**config.mk**
```make
export PLATFORM = sky130hd
export DESIGN_NAME = bar_to_steps
export DESIGN_NICKNAME = d
export VERILOG_FILES = /design/src/rtl/bar_to_steps.sv
export SDC_FILE = /design/constraint.sdc
export NUM_CORES = 1
export LEC_CHECK = 0
export CAP_MARGIN = 20
export CORE_MARGIN = 2
export CORE_UTILIZATION = 55
export CTS_CLUSTER_SIZE = 24
export DETAILED_ROUTE_END_ITERATION = 16
export PLACE_DENSITY_LB_ADDON = 0.2
export SYNTH_ARGS = -nofsm -noshare
export SYNTH_HDL_FRONTEND = slang
export SYNTH_SLANG_ARGS = --single-unit
```
**constraint.sdc**
```tcl
create_clock -name clk -period 4.75 [get_ports clk]
set_clock_uncertainty 0.2 [all_clocks]
set_input_delay 1.425 -clock clk [delete_from_list [all_inputs] [get_ports clk]]
set_output_delay 1.425 -clock clk [all_outputs]
set_load 0.1 [all_outputs]
```
**src/rtl/bar_to_steps.sv**
```systemverilog
// bar_to_steps: recovers the level encoded by an asynchronous thermometer (bar)
// input and emits one single-cycle up/down step pulse per unit of level change.
// Pipeline: 2-flop sync -> debounce -> registered decode -> pulse-paced tracker.
module bar_to_steps #(
    parameter  int WIDTH           = 7,
    parameter  int DEBOUNCE_CYCLES = 16,
    parameter  int STEP_GAP        = 4,
    localparam int CW              = $clog2(WIDTH + 1)
) (
    input  logic             clk,
    input  logic             rst_n,
    input  logic [WIDTH-1:0] bar_in,
    output logic [CW-1:0]    count,
    output logic             valid,
    output logic             err,
    output logic             up_pulse,
    output logic             down_pulse,
    output logic             busy
);

    localparam int DW = (DEBOUNCE_CYCLES > 1) ? $clog2(DEBOUNCE_CYCLES) : 1;
    localparam int GW = $clog2(STEP_GAP + 1);

    typedef enum logic {
        IDLE,
        GAP
    } state_t;

    // Thermometer code holding the lowest k segments lit.
    function automatic logic [WIDTH-1:0] thermo(input int k);
        logic [WIDTH-1:0] t;
        for (int i = 0; i < WIDTH; i++) begin
            t[i] = (i < k);
        end
        return t;
    endfunction

    logic [WIDTH-1:0] s1_q, s2_q;
    logic [WIDTH-1:0] cand_q, cand_d;
    logic [WIDTH-1:0] stable_q, stable_d;
    logic [DW-1:0]    dcnt_q, dcnt_d;
    logic [CW-1:0]    target_q, target_d;
    logic             valid_q, valid_d;
    logic             err_q, err_d;
    logic             legal;
    logic [CW-1:0]    level;
    state_t           state_q, state_d;
    logic [CW-1:0]    count_q, count_d;
    logic [GW-1:0]    gcnt_q, gcnt_d;
    logic             up_q, up_d;
    logic             down_q, down_d;
    logic             busy_q, busy_d;

    // Two-flop synchroniser on the asynchronous bar input.
    // NOTE: clocked blocks use non-blocking (<=) so every flop samples the
    // pre-edge value of its source; blocking here would collapse s1/s2 into one stage.
    always_ff @(posedge clk or negedge rst_n) begin
        if (!rst_n) begin
            s1_q <= '0;
            s2_q <= '0;
        end else begin
            s1_q <= bar_in;
            s2_q <= s1_q;
        end
    end

    // Debounce: accept the candidate only after it has been seen unchanged long enough.
    // NOTE: every variable driven here gets a default first, so no path leaves it
    // unassigned and no latch is inferred.
    always_comb begin
        cand_d   = cand_q;
        dcnt_d   = dcnt_q;
        stable_d = stable_q;
        if (s2_q != cand_q) begin
            cand_d = s2_q;
            dcnt_d = '0;
        end else if (dcnt_q == DW'(DEBOUNCE_CYCLES - 1)) begin
            stable_d = cand_q;
        end else begin
            dcnt_d = dcnt_q + DW'(1);
        end
    end

    // Decode: a legal bar is exactly the lowest k segments lit; report its level.
    always_comb begin
        legal = 1'b0;
        level = '0;
        for (int k = 0; k <= WIDTH; k++) begin
            if (stable_q == thermo(k)) begin
                legal = 1'b1;
                level = CW'(k);
            end
        end
        valid_d  = legal;
        err_d    = !legal;
        target_d = legal ? level : target_q;
    end

    // Tracker: one step toward target per visit to IDLE, then a fixed idle gap.
    always_comb begin
        state_d = state_q;
        count_d = count_q;
        gcnt_d  = gcnt_q;
        up_d    = 1'b0;
        down_d  = 1'b0;
        case (state_q)
            IDLE: begin
                if (count_q < target_q) begin
                    up_d    = 1'b1;
                    count_d = count_q + CW'(1);
                    gcnt_d  = GW'(STEP_GAP);
                    state_d = GAP;
                end else if (count_q > target_q) begin
                    down_d  = 1'b1;
                    count_d = count_q - CW'(1);
                    gcnt_d  = GW'(STEP_GAP);
                    state_d = GAP;
                end
            end
            GAP: begin
                if (gcnt_q == GW'(1)) begin
                    gcnt_d  = '0;
                    state_d = IDLE;
                end else begin
                    gcnt_d = gcnt_q - GW'(1);
                end
            end
            default: state_d = IDLE;
        endcase
        // Busy is registered, so it is derived from the values about to be stored.
        busy_d = (count_d != target_d) || (state_d != IDLE);
    end

    // State register for debounce, decode and tracker; reset aborts any stepping.
    always_ff @(posedge clk or negedge rst_n) begin
        if (!rst_n) begin
            cand_q   <= '0;
            dcnt_q   <= '0;
            stable_q <= '0;
            target_q <= '0;
            valid_q  <= 1'b0;
            err_q    <= 1'b0;
            state_q  <= IDLE;
            count_q  <= '0;
            gcnt_q   <= '0;
            up_q     <= 1'b0;
            down_q   <= 1'b0;
            busy_q   <= 1'b0;
        end else begin
            cand_q   <= cand_d;
            dcnt_q   <= dcnt_d;
            stable_q <= stable_d;
            target_q <= target_d;
            valid_q  <= valid_d;
            err_q    <= err_d;
            state_q  <= state_d;
            count_q  <= count_d;
            gcnt_q   <= gcnt_d;
            up_q     <= up_d;
            down_q   <= down_d;
            busy_q   <= busy_d;
        end
    end

    assign count      = count_q;
    assign valid      = valid_q;
    assign err        = err_q;
    assign up_pulse   = up_q;
    assign down_pulse = down_q;
    assign busy       = busy_q;

endmodule
```
==> summary.md <==
| Metric | Value |
|---|---|
| Status | finished clean |
| Max incr delay on CP | 1.16 ns |
| Multi-input logic area | 805 um^2 |
| RSZ-0062 raised after global routing | no |
| Number of distinct library cells after synthesis | 45 |
| First-pass GRT wire length | 5560 um |
| Via count | 1207 |
| Postcts setup bufs | 0 |
| Synthesized area | 2060 um^2 |
| Clk_lat worst skew | 0.30 ns |
| CP endpoint kind | primary output |
| Critical Path RT | 3.12 ns |
| # Max-Cap Violations | 0 |
| # DRC | 0 |
| Final WL | 3060 um |
| Min Tclk post-route | 3.50 ns |
| Clock slew at reported path FFs | 0.09 ns |
| Syn_nets | 177 |
| Fill count | 289 |
| Routed vias/inst | 5.36 |
| Post_cts resized | 0 |
| Cts bufs inserted | 5 |
| Synth area leaders | dfrtp_1 (57%), mux2_4 (5.1%), ha_1 (4.9%) |
| Sink Count | 47 |
| P&R area growth vs syn | 14.4% |
| Static Leak | 1.08 nW |
| Final-stage net count | 193 |
| Initial antenna violation count | 0 |
| EDFF count, synth | 0 |
| Synth cell count leaders | dfrtp_1 (47), inv_1 (13), ha_1 (8), nor2_1 (8) |
| Final HPWL from detailed placement | 2260 um |
| Die height | 65.2 um |
| Slew Viols, Final | 0 |
| Hold Buf Count CTS | 0 |
| Critical path, cell by cell | clkdlybuf4s50_1 |
| Worst-margin pin slew | 0.967 ns |
| N_diodes | 0 |
| Fin crit share | 73.7% |
| Fin. Hold Viols | 0 |
| CP Launch Type | register |
| Placement Setup Slack | 1.58 ns |
| GPL Wtd Cong | 0.759 |
| Setup_tns | 0 ns |
| Final setup viols | 0 |
| I/O pins | 17 |
| Routed WL per cell | 13.6 um |
| Most frequent cell after synthesis | dfrtp_1 |
| Root buf cell | clkbuf_8 |
| Largest delay contributor family on the critical path | buffers and inverters |
| # port buffers | 16 |
| Buf+Inv Stages, Crit Path | 1 |
| Slew margin rel. | 35.4% |
| Critical-path top delay cell | clkdlybuf4s50_1 |
| Global-route usage over all layers | 17.4% |
| Deepest clock path buffer count | 2 |
| Largest net degree at the start of global routing | 48 |
| Setup WS post-layout | 1.25 ns |
| Share of the synthesized area in the top cell type | 57.1% |
| # rows | 22 |
| DRT iter0 DRCs | 51 |
| Area leader, netlist | dfrtp_1 |
| Tot Pwr | 679 uW |
| Min Hold Slack | 0.160 ns |
| WS Path Type | register to primary output |
| ANT nets after route | 0 |
| FMAX | 0.286 GHz |
| Vias in the first global route | 1269 |
| Share of flip-flops with an asynchronous set or reset | 100% |
| Hold Crit Class | register to register |
| Synthesis Warnings | 0 |
| Syn Area/Cell | 12.9 um^2 |
| Die width | 65.2 um |
| Die area | 4250 um^2 |
| Final Core Density | 64.9% |
| Worst path arrival time | 1.87 ns |
| #FFs+latches synth | 47 |
| Initial Util | 56.7% |
| Maximum vdd drop | 0.290 mV |
| Share of layout cells above drive strength 1 | 15.8% |
| Synthesized instance count | 160 |
| Crit-path max FO | 5 |
| CORE AREA | 3630 um^2 |
| Grt total ovfl | 0 |
| TritonRoute pass-1 iters | 4 |
| Flip-flop and latch area | 1180 um^2 |
| Seq/Total Area, Yosys | 57.1% |
| Pwr/cell area | 288 nW/um^2 |
| CTS HTree Levels | 2 |
| TritonCTS clock tree | yes |
| Commonest register cell after synthesis | dfrtp_1 |
[cell usage in the layout, fill, tap and decap left out, types with 2 or more instances in the layout]
master           instances
a211oi_1                 2
a21boi_0                 2
a31oi_1                  3
and2_1                   3
and3_1                   3
clkbuf_8                 5
clkdlybuf4s50_1         15
clkinvlp_4               2
dfrtp_1                 47
ha_1                     8
inv_1                   13
mux2_4                   7
nand2_1                  4
nand3_1                  5
nand4_1                  2
nor2_1                   8
nor3_1                   4
nor4_2                   2
o21ai_0                  2
xnor2_1                  5
xor2_1                   7
[final timing paths]
kind                             endpoint      from  cells after the start  slack (ns)
worst max-delay path             count[1]  count[1]                      1        1.25
worst min-delay path              s2_q[3]   s1_q[3]                      0        0.16
worst max register to register       busy  count[2]                      6        2.45
worst min register to register    s2_q[3]   s1_q[3]                      0        0.16
max in group asynchronous       cand_q[5]     rst_n                      2        3.00
min in group asynchronous         s1_q[2]     rst_n                      1        0.86
[cells by family after synthesis]
| family | synth area share [%] |
|---|---|
| adder cells (fa/ha/maj) | 4.86 |
| AO/OA/AOI/OAI | 9.78 |
| buffers and inverters | 3.89 |
| multiplexers | 5.59 |
| AND/OR/NAND/NOR | 12.6 |
| flip-flops | 57.1 |
| XOR/XNOR | 6.19 |
[power by group]
group	leakage [nW]	switching [mW]	internal (mW)
registers	0.603	0.00511	0.409
logic	0.438	0.0115	0.0107
clock network	0.0408	0.137	0.105
[layout make-up]
cell class | count | share of cell area, %
flip-flops and latches | 47 | 49.9
repair buffers | 17 | 7.43
inverters | 13 | 2.07
clock inverters | 3 | 1.01
multi-input cells | 92 | 34.1
well taps | 48 | 2.55
clock buffers | 5 | 2.92
[state kept, by name, summed over array words and instances, names as in the netlist]
register	count
target_q	3
up_pulse	1
cand_q	7
s2_q	7
state_q	1
dcnt_q	4
err	1
gcnt_q	3
busy	1
valid	1
down_pulse	1
count	3
s1_q	7
stable_q	7
[metal layers]
layer / track usage [%] / wire [um] / share of wire (%) / vias to the layer above
li1: - / - / - / 587
met1: 22.0 / 1370 / 45 / 595
met2: 28.4 / 1540 / 50 / 20
met3: 5.82 / 107 / 3.5 / 5
met4: 5.47 / 46 / 1.5 / 0
met5: 0 / 0 / 0 / -
[metrics by stage]
step	area [um^2]	cells
2_1_floorplan	2060	160
4_1_cts	2340	224
3_5_place_dp	2240	216
5_1_grt	2360	225
3_3_place_gp	2240	216
6_report	2360	225
Power figures use the tool's default switching activity.
